--- config.mk ---
export PLATFORM = sky130hd
export DESIGN_NAME = digit_serial_adder_flat
export DESIGN_NICKNAME = d
export VERILOG_FILES = /design/src/rtl/digit_serial_adder_pkg.sv /design/src/rtl/digit_serial_adder_if.sv /design/src/rtl/digit_serial_adder_add2_slice.sv /design/src/rtl/digit_serial_adder.sv /design/src/flat_wrapper.sv
export SDC_FILE = /design/constraint.sdc
export NUM_CORES = 1
export LEC_CHECK = 0
export CORE_MARGIN = 10
export CORE_UTILIZATION = 45
export CTS_BUF_LIST = sky130_fd_sc_hd__clkbuf_4
export DETAILED_ROUTE_END_ITERATION = 10
export PLACE_DENSITY = 0.7
export SLEW_MARGIN = 20
export SYNTH_ARGS = -nofsm -noshare
export SYNTH_HDL_FRONTEND = slang
export SYNTH_HIERARCHICAL = 1
export SYNTH_SLANG_ARGS = --single-unit
--- constraint.sdc ---
create_clock -name clk -period 2.7 [get_ports clk]
set_input_delay 0.405 -clock clk [delete_from_list [all_inputs] [get_ports clk]]
set_output_delay 0.405 -clock clk [all_outputs]
set_load 0.01 [all_outputs]
--- src/rtl/digit_serial_adder_pkg.sv ---
// Shared types and constants for the digit-serial adder.
// Optional feature macro: DSA_OVF_EN (adds signed overflow output).
package digit_serial_pkg;

    typedef enum logic [1:0] {
        IDLE = 2'd0,
        RUN  = 2'd1,
        DONE = 2'd2
    } state_e;

    localparam int DIGIT_W = 2;

    // Digit counter width: enough for N-1, never narrower than one bit.
    function automatic int cnt_width(input int n);
        return (n > 1) ? $clog2(n) : 1;
    endfunction

endpackage

--- src/rtl/digit_serial_adder_if.sv ---
// Request/result bundle between a requester and the digit-serial adder.
// Optional feature macro: DSA_OVF_EN (adds ovf).
interface digit_serial_adder_if #(
    parameter int WIDTH = 8
) ();
    logic             start;
    logic [WIDTH-1:0] a;
    logic [WIDTH-1:0] b;
    logic             cin;
    logic             busy;
    logic             done;
    logic [WIDTH-1:0] sum;
    logic             cout;
`ifdef DSA_OVF_EN
    logic             ovf;
`endif

    modport master (
        output start, a, b, cin,
        input  busy, done, sum, cout
`ifdef DSA_OVF_EN
        , input ovf
`endif
    );

    modport slave (
        input  start, a, b, cin,
        output busy, done, sum, cout
`ifdef DSA_OVF_EN
        , output ovf
`endif
    );
endinterface

--- src/rtl/digit_serial_adder_add2_slice.sv ---
// Combinational 2-bit ripple adder built from two full-adder cells.
// Optional feature macro: DSA_OVF_EN (exposes carry into the MSB).
module add2_slice
    import digit_serial_pkg::*;
(
    input  logic [DIGIT_W-1:0] x,
    input  logic [DIGIT_W-1:0] y,
    input  logic               cin,
    output logic [DIGIT_W-1:0] z,
    output logic               cout
`ifdef DSA_OVF_EN
    , output logic             c_msb
`endif
);

    logic [DIGIT_W:0] c;

    assign c[0] = cin;

    for (genvar gi = 0; gi < DIGIT_W; gi++) begin : g_fa
        assign z[gi]   = x[gi] ^ y[gi] ^ c[gi];
        assign c[gi+1] = (x[gi] & y[gi]) | (c[gi] & (x[gi] ^ y[gi]));
    end

    assign cout = c[DIGIT_W];

`ifdef DSA_OVF_EN
    assign c_msb = c[DIGIT_W-1];
`endif

endmodule

--- src/rtl/digit_serial_adder.sv ---
// Digit-serial adder: WIDTH-bit a+b+cin, two bits per clock through one 2-bit slice.
// Optional feature macro: DSA_OVF_EN (registered signed overflow output).
module digit_serial_adder
    import digit_serial_pkg::*;
#(
    parameter int WIDTH = 8
) (
    input  logic                 clk,
    input  logic                 rst_n,
    digit_serial_adder_if.slave  bus
);

    localparam int N  = WIDTH / DIGIT_W;
    localparam int CW = cnt_width(N);
    localparam logic [CW-1:0] LAST = CW'(N - 1);

    state_e           state_q, state_d;
    logic [WIDTH-1:0] a_sh_q, a_sh_d;
    logic [WIDTH-1:0] b_sh_q, b_sh_d;
    logic [WIDTH-1:0] res_sh_q, res_sh_d;
    logic             carry_q, carry_d;
    logic [CW-1:0]    cnt_q, cnt_d;
    logic             busy_q, busy_d;
    logic             done_q, done_d;
    logic [WIDTH-1:0] sum_q, sum_d;
    logic             cout_q, cout_d;
`ifdef DSA_OVF_EN
    logic             ovf_q, ovf_d;
    logic             slice_cmsb;
`endif

    logic [DIGIT_W-1:0] slice_z;
    logic               slice_cout;
    logic [WIDTH-1:0]   res_shift;

    add2_slice u_slice (
        .x    (a_sh_q[DIGIT_W-1:0]),
        .y    (b_sh_q[DIGIT_W-1:0]),
        .cin  (carry_q),
        .z    (slice_z),
        .cout (slice_cout)
`ifdef DSA_OVF_EN
        , .c_msb (slice_cmsb)
`endif
    );

    always_comb begin
        // Result digits enter at the top so digit 0 ends at the bottom after N shifts.
        res_shift = res_sh_q >> DIGIT_W;
        res_shift[WIDTH-1 -: DIGIT_W] = slice_z;

        state_d  = state_q;
        a_sh_d   = a_sh_q;
        b_sh_d   = b_sh_q;
        res_sh_d = res_sh_q;
        carry_d  = carry_q;
        cnt_d    = cnt_q;
        busy_d   = busy_q;
        done_d   = 1'b0;
        sum_d    = sum_q;
        cout_d   = cout_q;
`ifdef DSA_OVF_EN
        ovf_d    = ovf_q;
`endif

        case (state_q)
            IDLE, DONE: begin
                if (bus.start) begin
                    a_sh_d   = bus.a;
                    b_sh_d   = bus.b;
                    carry_d  = bus.cin;
                    res_sh_d = '0;
                    cnt_d    = '0;
                    busy_d   = 1'b1;
                    state_d  = RUN;
                end else begin
                    state_d  = IDLE;
                end
            end
            RUN: begin
                a_sh_d   = a_sh_q >> DIGIT_W;
                b_sh_d   = b_sh_q >> DIGIT_W;
                res_sh_d = res_shift;
                carry_d  = slice_cout;
                if (cnt_q == LAST) begin
                    sum_d   = res_shift;
                    cout_d  = slice_cout;
`ifdef DSA_OVF_EN
                    ovf_d   = slice_cmsb ^ slice_cout;
`endif
                    busy_d  = 1'b0;
                    done_d  = 1'b1;
                    state_d = DONE;
                end else begin
                    cnt_d   = cnt_q + CW'(1);
                end
            end
            default: begin
                busy_d  = 1'b0;
                state_d = IDLE;
            end
        endcase
    end

    always_ff @(posedge clk or negedge rst_n) begin
        if (!rst_n) begin
            state_q  <= IDLE;
            a_sh_q   <= '0;
            b_sh_q   <= '0;
            res_sh_q <= '0;
            carry_q  <= 1'b0;
            cnt_q    <= '0;
            busy_q   <= 1'b0;
            done_q   <= 1'b0;
            sum_q    <= '0;
            cout_q   <= 1'b0;
`ifdef DSA_OVF_EN
            ovf_q    <= 1'b0;
`endif
        end else begin
            state_q  <= state_d;
            a_sh_q   <= a_sh_d;
            b_sh_q   <= b_sh_d;
            res_sh_q <= res_sh_d;
            carry_q  <= carry_d;
            cnt_q    <= cnt_d;
            busy_q   <= busy_d;
            done_q   <= done_d;
            sum_q    <= sum_d;
            cout_q   <= cout_d;
`ifdef DSA_OVF_EN
            ovf_q    <= ovf_d;
`endif
        end
    end

    assign bus.busy = busy_q;
    assign bus.done = done_q;
    assign bus.sum  = sum_q;
    assign bus.cout = cout_q;
`ifdef DSA_OVF_EN
    assign bus.ovf  = ovf_q;
`endif

endmodule

--- src/flat_wrapper.sv ---
// flat-port wrapper written by rule: the top's interface ports become plain ports
module digit_serial_adder_flat import digit_serial_pkg::*;
#(
    parameter int WIDTH = 8
)
  (clk, rst_n, bus_start, bus_a, bus_b, bus_cin, bus_busy, bus_done, bus_sum, bus_cout);
  digit_serial_adder_if #(.WIDTH(WIDTH)) bus_i ();
  input  logic clk;
  input  logic rst_n;
  input wire logic [$bits(bus_i.start)-1:0] bus_start;
  input wire logic [$bits(bus_i.a)-1:0] bus_a;
  input wire logic [$bits(bus_i.b)-1:0] bus_b;
  input wire logic [$bits(bus_i.cin)-1:0] bus_cin;
  output wire logic [$bits(bus_i.busy)-1:0] bus_busy;
  output wire logic [$bits(bus_i.done)-1:0] bus_done;
  output wire logic [$bits(bus_i.sum)-1:0] bus_sum;
  output wire logic [$bits(bus_i.cout)-1:0] bus_cout;
  assign bus_i.start = bus_start;
  assign bus_i.a = bus_a;
  assign bus_i.b = bus_b;
  assign bus_i.cin = bus_cin;
  assign bus_busy = bus_i.busy;
  assign bus_done = bus_i.done;
  assign bus_sum = bus_i.sum;
  assign bus_cout = bus_i.cout;
  digit_serial_adder #(.WIDTH(WIDTH)) u_core (.clk(clk), .rst_n(rst_n), .bus(bus_i));
endmodule
==> Word-level counts from Yosys, hierarchy flattened <==
Index checks and enable logic that the tools add are counted.
{ "word_totals": {"regBits": 40, "in_bits": 20, "word_cells": 53} }
{ "classes": {"n_bitwise": 10, "mux": 19, "n_addsub": 1, "reduce_logical": 7, "n_eq_ne": 6} }
{ "ops": {"columns": ["operator", "count"], "rows": [
  ["8-bit case mux with 2 select lines", 3],
  ["8-bit 2-to-1 mux", 3],
  ["2-bit case mux with 2 select lines", 2],
  ["1-bit 2-to-1 mux", 6],
  ["2-bit 2-to-1 mux", 3],
  ["2-bit AND reduction", 3],
  ["1-bit bitwise AND", 4],
  ["2-bit equality test (second input constant)", 2],
  ["2-bit != test (second input constant)", 2],
  ["1-bit case mux with 2 select lines", 2],
  ["1-bit XOR", 4],
  ["3-bit AND reduction", 1],
  ["2-bit by 1-bit adder with 2-bit output (second input constant)", 1],
  ["2-bit by 1-bit equality test with 1-bit output (second input constant)", 1],
  ["2-bit zero test", 1],
  ["2-bit by 1-bit != test with 1-bit output (second input constant)", 1],
  ["1-bit bitwise OR", 2],
  ["2-bit nonzero test", 1],
  ["2-bit OR reduction", 1]
]} }

==> Longest topological paths before layout <==
Gate-level depths: netlist of the first run.
{ "depth": {"depth_word": 6, "depth_mapped": 6, "ltp_nobuf": 6} }

==> By module <==
Netlist of the first run, hierarchy kept.
{ "by_module_without_submodules": {"columns": ["mod", "n_inst", "seq_area_each_um2", "cells_per_inst", "area_per_inst_um2"], "rows": [
  ["digit_serial_adder", 1, 950.9, 136, 1639.1],
  ["add2_slice", 1, 0.0, 10, 70.1]
]} }

==> Worst setup path before layout of the first run <==
Ideal clock, no wire load.
{ "synth_path": {"kind": "register -> register", "start": "reg u_core.b_sh_q[0]", "end": "reg u_core.res_sh_q[7]", "path_slack_ps": 823, "period_less_slack_ps": 1877, "arrival_time_ps": 1756, "path_stages_with_launch": 7, "cell_sequence": "dfrtp_1 -> inv_1 -> fa_1 -> fa_1 -> inv_1 -> mux2_1 -> a22o_1"} }
{ "synth_between": {"elab_chain_len": 5} }
{ "synth_rtl": {"columns": ["element", "line", "text"], "rows": [
  ["from (decl)", "digit_serial_adder.sv:19", "logic [WIDTH-1:0] b_sh_q, b_sh_d;"],
  ["from (signal assigned)", "digit_serial_adder.sv:123", "b_sh_q <= b_sh_d;"],
  ["1-bit XOR", "digit_serial_adder_add2_slice.sv:22", "assign c[gi+1] = (x[gi] & y[gi]) | (c[gi] & (x[gi] ^ y[gi]));"],
  ["1-bit bitwise AND", "digit_serial_adder_add2_slice.sv:22", null],
  ["1-bit bitwise OR *", "digit_serial_adder_add2_slice.sv:22", null],
  ["1-bit XOR *", "digit_serial_adder_add2_slice.sv:21", "assign z[gi] = x[gi] ^ y[gi] ^ c[gi];"],
  ["named net u_core.slice_z[1]", "digit_serial_adder.sv:32", "logic [DIGIT_W-1:0] slice_z;"],
  ["8-bit case mux with 2 select lines *", "digit_serial_adder.sv:66", "case (state_q)"],
  ["to (signal assigned)", "digit_serial_adder.sv:124", "res_sh_q <= res_sh_d;"],
  ["to (decl)", "digit_serial_adder.sv:20", "logic [WIDTH-1:0] res_sh_q, res_sh_d;"]
]} }
Mark *: on every way through the listed nets, which the timed path passes. The rest lies on a longest branch.
A chain may end at the register's enable or synchronous reset.

==> Final worst setup path of the first run <==
Same ends and word-level chain as after synthesis.

==> results of run 1 <==
==> power groups by stage <==
stage          logic [uW]  registers [uW]  clock network, uW
6_report              991            1050                268
5_1_grt              1100            1090                312
4_1_cts              1000            1050                282
3_5_place_dp          999            1060                  0
3_3_place_gp          961            1050                  0
2_1_floorplan         751             982                  0
==> final cells by class <==
class | instances | share of cell area [%]
Clock buffer | 5 | 1.802
Tap cell | 48 | 2.883
Inverter | 18 | 3.243
Timing Repair Buffer | 31 | 14.77
Multi-Input combinational cell | 82 | 31.11
Sequential cell | 38 | 45.65
Clock inverter | 3 | 0.5405
==> layer usage <==
metal | GRT usage, % | vias to the layer above
met5 | 0 | -
met4 | 3.571 | 0
met3 | 5.131 | 5
met2 | 17.69 | 32
met1 | 12.93 | 585
li1 | - | 565
==> cell families (layout without fill, tap and decap cells) <==
group	Yosys count	after routing	synth area share (%)
muxes	18	18	11.71
and+or+nand+nor	19	19	7.028
AOI/OAI and AO/OA	42	42	16.11
adders and majority gates	3	3	3.075
buffers and inverters	26	57	6.441
DFF	38	38	55.64
==> flip-flops by register name, indices dropped and copies added (netlist names) <==
signal	count
u_core/state_q	2
u_core/cnt_q	2
u_core/res_sh_q	6
u_core/bus.busy	1
u_core/b_sh_q	8
u_core/bus.cout	1
u_core/bus.sum	8
u_core/bus.done	1
u_core/carry_q	1
u_core/a_sh_q	8
==> per-stage QoR <==
| step | std cells | utilization [%] | hold slack [ns] | total power [uW] | instance area, um^2 |
|---|---|---|---|---|---|
| finish | 225 | 56.90 | 0.4826 | 2309 | 2083 |
| global route | 225 | 56.90 | 0.5099 | 2502 | 2083 |
| detailed placement | 217 | 55.57 | 0.4799 | 2063 | 2034 |
| global placement | 217 | 55.57 | 0.4708 | 2012 | 2034 |
| floorplan | 146 | - | 0.1094 | 1733 | 1709 |
| CTS | 225 | 56.90 | 0.4892 | 2340 | 2083 |
==> cell usage after synthesis (2+ instances only) <==
library cell,instances
a22o_1,9
a21oi_1,15
nand2_1,4
o22ai_1,8
buf_4,3
mux2i_1,5
inv_1,17
nor2_1,2
mux2_1,12
fa_1,2
o21ai_1,2
clkbuf_1,3
dfrtp_1,38
nand2b_1,3
a211oi_1,5
nor2b_1,6
==> worst paths after layout <==
kind / slack [ns] / depth (start not counted) / to
hold reg to reg: 0.49 / 1 / u_core/cnt_q[0]
setup reg to reg: 0.71 / 6 / u_core/res_sh_q[7]
setup / recovery: 0.71 / 6 / u_core/res_sh_q[7]
hold / removal: 0.48 / 2 / u_core/bus.done
max in group asynchronous: 1.88 / 2 / u_core/b_sh_q[5]
min in group clk: 0.49 / 1 / u_core/cnt_q[0]
==> metrics.log, run 1 <==
[metrics] status: completed
[metrics] CP Launch Type: flip-flop
[metrics] First DRT Iteration DRCs: between 70 and 80
[metrics] number of gates given a new drive strength after cts: 0
[metrics] area fraction of the dominant cell type after synthesis: 55.64%
[metrics] VDD IR max: about 480 uV
[metrics] Vias: 1187
[metrics] cell-by-cell listing of the critical path: inv_1 -> fa_1 -> fa_1 -> inv_1 -> mux2_1 -> a22o_1
[metrics] CP arrival: between 2 and 2.5 ns
[metrics] area used by sequential logic in the layout: roughly 950 um^2
[metrics] number of hold buffers added after cts: 0
[metrics] worst slew margin relative to its limit: between 40% and 50%
[metrics] Synth Instances: roughly 150
[metrics] Tot GR Track Use: between 10% and 20%
[metrics] Post-synth top flop: dfrtp_1
[metrics] data required time at the worst endpoint: 2.94 ns
[metrics] Hold WC Path Type: input port to asynchronous set/reset pin
[metrics] startpoint of the most critical setup path: u_core/b_sh_q[0]
[metrics] io pins: 31
[metrics] final max-slew violation count: 0
[metrics] residual antenna-violating net count after detailed routing: 0
[metrics] area of the core region: around 0.0037 mm^2
[metrics] Pre-antenna DRT Iters: 5
[metrics] detailed-placement wirelength estimate: between 2000 and 2500 um
[metrics] Top Family by Delay on Critical Path: adder cells
[metrics] multi-input logic area: approximately 650 um^2
[metrics] commonest cells after routing, fill and taps aside: 38 x dfrtp_1, 30 x clkdlybuf4s50_1, 17 x inv_1, 15 x a21oi_1, 12 x mux2_1
[metrics] # fillers: 313
[metrics] share of final-layout standard cells stronger than drive strength 1: a little under 7%
[metrics] Synth Register Bits: 38
[metrics] library cells used by synthesis: 28
[metrics] Longest Clk Path Bufs: 2
[metrics] peak clock frequency supported by timing: between 500 and 600 MHz
[metrics] EDFF count, synth: 0
[metrics] routed wl met2: between 1500 and 2000 um
[metrics] antenna violations before repair: 0
[metrics] global-route wire length before repair: approximately 5700 um
[metrics] Final Hold Fails: 0
[metrics] critical path capture point type: flip-flop
[metrics] peak per-stage delay on the critical path: about 0.5 ns
[metrics] actual slew at the worst max-slew pin: 0.7799 ns
[metrics] total internal power: around 1400 uW
[metrics] top cell type by total area after synthesis: dfrtp_1
[metrics] largest net degree at the start of global routing: 39
[metrics] routed length on met3: approximately 280 um
[metrics] drt total wl: around 3400 um
[metrics] CTS tree: built
[metrics] number of max-cap violations: 0
[metrics] fraction of registers with async set/reset: 100.0%
[metrics] via-per-instance ratio: 5.276
[metrics] GR Overflow Total: 0
[metrics] number of nets in the synthesized netlist: about 170
[metrics] FP Rows: 22
[metrics] final setup fails: 0
[metrics] highest net fanout along the worst path: 3
[metrics] net switching power: 864.3 uW
[metrics] Clock Tree Root: clkbuf_4
[metrics] Placer Congestion: between 0.7 and 0.8
[metrics] min cycle time layout: 1.992 ns
[metrics] fin nets: just under 200
[metrics] insertion delay of the later-clocked pin in the worst-skew pair: approximately 0.34 ns
[metrics] number of levels the H-tree was split into: 2
[metrics] x dimension of the die: 81.63 um
[metrics] share of the cycle needed by the critical path after routing: 73.78%
[metrics] number of diodes added for antenna fixing: 0
[metrics] clock tree sinks: 38
[metrics] power share of the combinational group: between 40 and 50%
[metrics] sequential share of power: approximately 46%
[metrics] vias in the first global route: about 1.2k
[metrics] clock tree skew after final layout: 0.01291 ns
[metrics] final worst setup slack: a little over 0.7 ns
[metrics] Avg WL per Cell: 15.11 um
[metrics] Total Die Area: roughly 0.0067 mm^2
[metrics] chip height: 81.63 um
[metrics] buffer count from post-CTS setup fixing: 0
[metrics] effective utilization at floorplan: 46.68%
[metrics] sum of negative setup slack: 0 ns
[metrics] reg-to-reg startpoint: u_core/b_sh_q[0]
[metrics] average footprint of a synthesized cell: 11.71 um^2
[metrics] crit path max-delay cell type: fa_1
[metrics] Synthesis Warnings: 6
[metrics] mapped cell area: 0.001709 mm^2
[metrics] fraction of power consumed by the clock network: between 10% and 20%
[metrics] worst setup slack after placement: between 0.6 and 0.7 ns
[metrics] PD cells: 1109 mW/mm^2
[metrics] Area Overhead vs Synth: 21.89%
[metrics] most common cell after layout, fill and taps aside: dfrtp_1
[metrics] Seq/Total Area, Yosys: a little under three fifths
[metrics] met1 WL: around 1500 um
[metrics] static leakage: 0.0009546 uW
[metrics] number of design rule violations left after detail routing: 0
[metrics] highest routing layer actually used: met4
[metrics] clock input transition at the sequential cells of the worst setup and hold paths: around 0.11 ns
[metrics] number of buffers added by the clock tree synthesis step: 5
[metrics] cell types with the largest area share after synthesis: dfrtp_1 56%, mux2_1 7.9%, a22o_1 4.6%, a21oi_1 4.4%, inv_1 3.7%
[metrics] startpoint-to-endpoint class of the critical path: flip-flop to flip-flop
[metrics] RSZ-0062 raised after global routing: no
[metrics] total buffers and inverters traversed by the critical path: 2
[metrics] number of input and output port buffers inserted: 30
[metrics] Switching Share: between 30% and 40%
No activity file was read; power rests on OpenSTA's default activity.
==> run 2: changes to the inputs <==
==> constraint.sdc (replaced) <==
create_clock -name clk -period 1.9 [get_ports clk]
set_input_delay 0.285 -clock clk [delete_from_list [all_inputs] [get_ports clk]]
set_output_delay 0.285 -clock clk [all_outputs]
set_load 0.01 [all_outputs]
==> run 2 against run 1 <==
Wire length increased by 5.4%. Clock skew fell by 0.0029 ns. Worst hold slack got worse by 0.13 ns. Die area unchanged. Via count grew 0.42%. First-iteration DRC count rose by 27%. Final cell count grew 3.1%. Largest cell class unchanged.
==> metrics.log, run 2 (same netlist as run 1, synthesis figures left out) <==
[metrics] reg2reg end: u_core/res_sh_q[7]
[metrics] Placer Congestion: 0.6880 (-11%)
[metrics] peak clock frequency supported by timing: 528.3 MHz (+5.2%)
[metrics] number of max-cap violations: 0 (unchanged)
[metrics] clock input transition at the sequential cells of the worst setup and hold paths: 0.11 ns (about the same)
[metrics] Final Hold Fails: 0 (unchanged)
[metrics] RSZ-0062 raised after global routing: yes
[metrics] fraction of power consumed by the clock network: 18.0% (+6.4 points)
[metrics] CP Launch Type: flip-flop
[metrics] number of input and output port buffers inserted: 30 (unchanged)
[metrics] Switching Share: 34.68% (-2.7 points)
[metrics] final worst setup slack: 0.007174 ns (-0.7008 ns)
[metrics] Pre-antenna DRT Iters: 4 (-1)
[metrics] clock tree skew after final layout: 0.009993 ns (-0.002920 ns)
[metrics] antenna violations before repair: 0 (unchanged)
[metrics] static leakage: 0.001014 uW (+6.2%)
[metrics] effective utilization at floorplan: 46.68% (unchanged)
[metrics] worst setup slack after placement: -0.03475 ns (-0.7187 ns)
[metrics] Area Overhead vs Synth: 28.40%
[metrics] Hold WS: 0.3543 ns (-0.1284 ns)
[metrics] number of hold buffers added after cts: 0 (unchanged)
[metrics] commonest cells after routing, fill and taps aside: 38 x dfrtp_1, 30 x clkdlybuf4s50_1, 15 x a21oi_1, 15 x inv_1, 11 x mux2_1
[metrics] reg-to-reg startpoint: u_core/b_sh_q[0]
[metrics] number of design rule violations left after detail routing: 0 (unchanged)
[metrics] total internal power: 2417 uW (+67%)
[metrics] most common cell after layout, fill and taps aside: dfrtp_1
[metrics] post-layout util: 59.95% (+3.0 points)
[metrics] PnR Total Power: 3701 uW (+60%)
[metrics] Longest Clk Path Bufs: 2 (unchanged)
[metrics] CTS tree: built
[metrics] PD cells: 1686 mW/mm^2 (+52%)
[metrics] fin nets: 206 (+3.5%)
[metrics] area of the core region: 0.003661 mm^2 (unchanged)
[metrics] power share of the combinational group: 43.3% (+0.4 points)
[metrics] insertion delay of the later-clocked pin in the worst-skew pair: 0.34 ns (about the same)
[metrics] sequential share of power: 38.7% (-6.8 points)
[metrics] drt total wl: 3583 um (+5.4%)
[metrics] Total Die Area: 0.006663 mm^2 (unchanged)
[metrics] FP Rows: 22 (unchanged)
[metrics] Tot GR Track Use: 11.45% (+0.40 points)
[metrics] cell total after placement: 223 (+2.8%)
[metrics] via-per-instance ratio: 5.138 (-2.6%)
[metrics] actual slew at the worst max-slew pin: 0.4712 ns (-0.3088 ns)
[metrics] number of cell instances on the worst register-to-register path: 6 (unchanged)
[metrics] VDD IR max: 794.5 uV (+64%)
[metrics] Vias: 1192 (+0.42%)
[metrics] Avg WL per Cell: 15.44 um (+2.2%)
[metrics] share of the cycle needed by the critical path after routing: 99.62% (+26 points)
[metrics] io pins: 31 (unchanged)
[metrics] detailed-placement wirelength estimate: 2688 um (+8.4%)
[metrics] # fillers: 318 (+1.6%)
[metrics] chip height: 81.63 um (unchanged)
[metrics] critical path capture point type: flip-flop
[metrics] residual antenna-violating net count after detailed routing: 0 (unchanged)
[metrics] Finished Layout Cells: 232 (+3.1%)
[metrics] min cycle time layout: 1.893 ns (-0.09923 ns)
[metrics] net switching power: 1284 uW (+49%)
[metrics] share of final-layout standard cells stronger than drive strength 1: 13.59% (+6.8 points)
[metrics] largest net degree at the start of global routing: 39 (unchanged)
[metrics] final max-slew violation count: 0 (unchanged)
[metrics] Clock Tree Root: clkbuf_4
[metrics] GR Overflow Total: 0 (unchanged)
[metrics] crit path max-delay cell type: fa_1
[metrics] final setup fails: 0 (unchanged)
[metrics] most repeated library cell on the critical path: inv_2
[metrics] number of diodes added for antenna fixing: 0 (unchanged)
[metrics] worst slew margin relative to its limit: 68.59% (+21 points)
[metrics] CP arrival: 2.13 ns (-0.10 ns)
[metrics] x dimension of the die: 81.63 um (unchanged)
[metrics] clock tree sinks: 38 (unchanged)
[metrics] startpoint-to-endpoint class of the critical path: flip-flop to flip-flop
[metrics] vias in the first global route: 1280 (+5.9%)
[metrics] status: completed
[metrics] startpoint of the most critical setup path: u_core/b_sh_q[0]
[metrics] data required time at the worst endpoint: 2.14 ns (-0.80 ns)
[metrics] highest net fanout along the worst path: 2 (-1)
[metrics] number of levels the H-tree was split into: 2 (unchanged)
[metrics] reg2reg setup slack: 0.007 ns (-0.70 ns)
[metrics] global-route wire length before repair: 5996 um (+4.7%)
[metrics] peak per-stage delay on the critical path: 0.50 ns (about the same)
[metrics] First DRT Iteration DRCs: 94 (+27%)
[metrics] cell-by-cell listing of the critical path: inv_2 -> fa_2 -> fa_1 -> inv_2 -> mux2_4 -> a22o_1
[metrics] Hold WC Path Type: input port to asynchronous set/reset pin
[metrics] number of buffers added by the clock tree synthesis step: 5 (unchanged)
==> run 2: cell types whose count changed in the layout (fill, tap and decap cells not counted), sizes merged <==
cell,previous run,this run
buf,1,8
bufinv,0,2
clkinv,3,1
==> run 2: worst max path at each step <==
stage	end	slack, ns	cells past startpoint
6_report	u_core/res_sh_q[7]	0.007	6
5_1_grt	u_core/res_sh_q[7]	-0.03	6
4_1_cts	u_core/res_sh_q[7]	0.007	6
3_5_place_dp	u_core/res_sh_q[7]	-0.03	6
3_3_place_gp	u_core/res_sh_q[7]	0.01	6
2_1_floorplan	u_core/res_sh_q[7]	0.02	6
==> run 2: routing by layer <==
layer  global-route usage [%]  part of all wire [%]
met5                        0                     0
met4                    4.082                  0.70
met3                    3.712                   6.6
met2                    20.14                    52
met1                    12.71                    41
==> run 2: layout make-up <==
type                            instances  area, um^2  share of cell area [%]
Tap cell                               48       60.06                   2.737
Sequential cell                        38       950.9                   43.33
Clock inverter                          3       63.81                   2.908
Clock buffer                            5       37.54                   1.710
Timing Repair Buffer                   38       360.3                   16.42
Inverter                               18       67.56                   3.079
Multi-Input combinational cell         82       654.4                   29.82
==> run 2: timing repair <==
action	in CTS	in global routing
setup endpoints to repair	1	1
resized for setup	2	2
setup buffers	0	1
pin swaps	0	0
==> run 2: power groups by stage <==
stage / clock network [uW] / registers (uW) / logic (uW)
after floorplan: 0 / 1390 / 1070
after global placement: 0 / 1420 / 1480
after detailed placement: 0 / 1450 / 1540
after CTS: 684 / 1440 / 1550
after global routing: 711 / 1490 / 1790
final: 665 / 1430 / 1600
==> run 2: worst max-delay path: cells and delay by family (launching register included) <==
kind | cells | cell delay [ns]
adder cells (fa/ha/maj) | 2 | 0.88
multiplexers | 1 | 0.26
buffers and inverters | 2 | 0.09
AO/OA/AOI/OAI | 1 | 0.18
flip-flops | 1 | 0.39
==> run 2: metrics by stage <==
stage	setup TNS (ns)	area (um^2)
2_1_floorplan	0	1709
3_3_place_gp	0	2079
3_5_place_dp	-0.03475	2079
4_1_cts	0	2183
5_1_grt	-0.02933	2195
6_report	0	2195
==> run 3: changes to the inputs <==
--- a/config.mk
+++ b/config.mk
@@ -9,7 +9,7 @@
 export CORE_UTILIZATION = 45
 export CTS_BUF_LIST = sky130_fd_sc_hd__clkbuf_4
 export DETAILED_ROUTE_END_ITERATION = 10
-export PLACE_DENSITY = 0.7
+export PLACE_DENSITY_LB_ADDON = 0.05
 export SLEW_MARGIN = 20
 export SYNTH_ARGS = -nofsm -noshare
 export SYNTH_HDL_FRONTEND = slang
==> run 3 against run 2 <==
Clock skew is 0.0034 ns lower. Register-to-register slack about the same. Worst hold slack better by 0.13 ns. Largest cell class unchanged. Largest power group unchanged.
==> metrics.log, run 3 (same netlist as run 1, synthesis figures left out) <==
[metrics] share of final-layout standard cells stronger than drive strength 1: 14.59% (+1.0 points)
[metrics] Hold WC Path Type: flip-flop to flip-flop
[metrics] RSZ-0062 raised after global routing: yes
[metrics] highest net fanout along the worst path: 2 (unchanged)
[metrics] Pre-antenna DRT Iters: 4 (unchanged)
[metrics] area of the core region: 0.003661 mm^2 (unchanged)
[metrics] GR Overflow Total: 0 (unchanged)
[metrics] chip height: 81.63 um (unchanged)
[metrics] final setup fails: 0 (unchanged)
[metrics] peak clock frequency supported by timing: 531.0 MHz (+0.52%)
[metrics] VDD IR max: 668.8 uV (-16%)
[metrics] CP Launch Type: flip-flop
[metrics] number of buffers added by the clock tree synthesis step: 5 (unchanged)
[metrics] clock tree sinks: 38 (unchanged)
[metrics] final max-slew violation count: 0 (unchanged)
[metrics] First DRT Iteration DRCs: 118 (+26%)
[metrics] most common cell after layout, fill and taps aside: dfrtp_1
[metrics] clock input transition at the sequential cells of the worst setup and hold paths: 0.11 ns (about the same)
[metrics] PD cells: 1603 mW/mm^2 (-5.0%)
[metrics] Final Hold Fails: 0 (unchanged)
[metrics] CP arrival: 2.12 ns (about the same)
[metrics] Tot GR Track Use: 11.10% (-0.35 points)
[metrics] cell total after placement: 224 (+0.45%)
[metrics] sum of negative setup slack: 0 ns (unchanged)
[metrics] x dimension of the die: 81.63 um (unchanged)
[metrics] residual antenna-violating net count after detailed routing: 0 (unchanged)
[metrics] worst setup slack after placement: -0.01790 ns (+0.01685 ns)
[metrics] FP Rows: 22 (unchanged)
[metrics] number of design rule violations left after detail routing: 0 (unchanged)
[metrics] CTS tree: built
[metrics] Vias: 1192 (unchanged)
[metrics] Finished Layout Cells: 233 (+0.43%)
[metrics] min cycle time layout: 1.883 ns (-0.009752 ns)
[metrics] insertion delay of the later-clocked pin in the worst-skew pair: 0.33 ns (about the same)
[metrics] Clock Tree Root: clkbuf_4
[metrics] area post-placement: 0.002082 mm^2 (+0.12%)
[metrics] antenna violations before repair: 0 (unchanged)
[metrics] critical path capture point type: flip-flop
[metrics] Placer Congestion: 0.7600 (+10%)
[metrics] commonest cells after routing, fill and taps aside: 38 x dfrtp_1, 29 x clkdlybuf4s50_1, 15 x a21oi_1, 15 x inv_1, 11 x mux2_1
[metrics] number of input and output port buffers inserted: 30 (unchanged)
[metrics] drt total wl: 3593 um (+0.28%)
[metrics] via-per-instance ratio: 5.116 (-0.43%)
[metrics] fin nets: 208 (+0.97%)
[metrics] Longest Clk Path Bufs: 2 (unchanged)
[metrics] data required time at the worst endpoint: 2.14 ns (about the same)
[metrics] Area Overhead vs Synth: 26.28%
[metrics] effective utilization at floorplan: 46.68% (unchanged)
[metrics] share of the cycle needed by the critical path after routing: 99.11% (-0.51 points)
[metrics] clock tree skew after final layout: 0.006600 ns (-0.003392 ns)
[metrics] io pins: 31 (unchanged)
[metrics] startpoint-to-endpoint class of the critical path: flip-flop to flip-flop
[metrics] Total Die Area: 0.006663 mm^2 (unchanged)
[metrics] post-layout util: 58.95% (-0.99 points)
[metrics] largest net degree at the start of global routing: 39 (unchanged)
[metrics] worst slew margin relative to its limit: 67.93% (-0.66 points)
[metrics] actual slew at the worst max-slew pin: 0.4811 ns (+0.009939 ns)
[metrics] # fillers: 308 (-3.1%)
[metrics] Avg WL per Cell: 15.42 um (-0.15%)
[metrics] final worst setup slack: 0.01693 ns (+0.009752 ns)
[metrics] detailed-placement wirelength estimate: 2575 um (-4.2%)
[metrics] number of max-cap violations: 0 (unchanged)
[metrics] number of levels the H-tree was split into: 2 (unchanged)
[metrics] global-route wire length before repair: 5685 um (-5.2%)
[metrics] status: completed
[metrics] number of diodes added for antenna fixing: 0 (unchanged)
[metrics] vias in the first global route: 1255 (-2.0%)
[metrics] Layout Cell Area excl Fill: 0.002158 mm^2 (-1.7%)
[metrics] static leakage: 0.001002 uW (-1.2%)
==> run 3: layer usage <==
metal / global-route usage (%) / share of wire, %
met5: 0 / 0
met4: 5.102 / 1.6
met3: 3.493 / 5.9
met2: 18.09 / 47
met1: 13.14 / 45
==> run 3: final cells by class <==
class | count | area [um^2] | share of cell area, %
clock buffers | 7 | 52.55 | 2.435
multi-input cells | 82 | 654.4 | 30.32
well taps | 48 | 60.06 | 2.783
inverters | 18 | 67.56 | 3.130
repair buffers | 40 | 372.9 | 17.28
flip-flops and latches | 38 | 950.9 | 44.06
==> run 3: timing repair <==
| item | CTS | global route |
|---|---|---|
| gates resized for setup | 1 | 3 |
| setup endpoints to repair | 1 | 1 |
| hold buffers | 1 | 0 |
| endpoints found under the hold margin | 38 | 0 |
| setup buffers | 0 | 1 |
| pin swaps | 0 | 1 |
==> run 3: critical path: stages, from the launching register on <==
cell and delay, ns:
dfrtp_1 0.37, inv_1 0.07, fa_2 0.39, fa_1 0.48, inv_1 0.05, mux2_4 0.26
a22o_1 0.17
==> run 3: through the flow <==
stage | hold WS, ns | power, uW
2_1_floorplan | -0.01059 | 2463
3_3_place_gp | 0.3585 | 2938
3_5_place_dp | 0.3609 | 3006
4_1_cts | 0.4901 | 3439
5_1_grt | 0.5247 | 3740
6_report | 0.4875 | 3460
==> run 3: final timing paths <==
kind,slack (ns),end,depth (start not counted),start
worst max-delay path,0.02,u_core/res_sh_q[7],6,u_core/b_sh_q[0]
worst min-delay path,0.49,u_core/cnt_q[0],1,u_core/cnt_q[0]
worst max register to register,0.02,u_core/res_sh_q[7],6,u_core/b_sh_q[0]
worst min register to register,0.49,u_core/cnt_q[0],1,u_core/cnt_q[0]
max in group asynchronous,1.04,u_core/b_sh_q[7],3,rst_n
min in group asynchronous,0.53,u_core/res_sh_q[6],3,rst_n
==> run 3: power by group <==
part / internal (uW) / total (uW) / switching (uW)
clock network: 168 / 414 / 246
logic: 855 / 1630 / 773
registers: 1170 / 1420 / 246
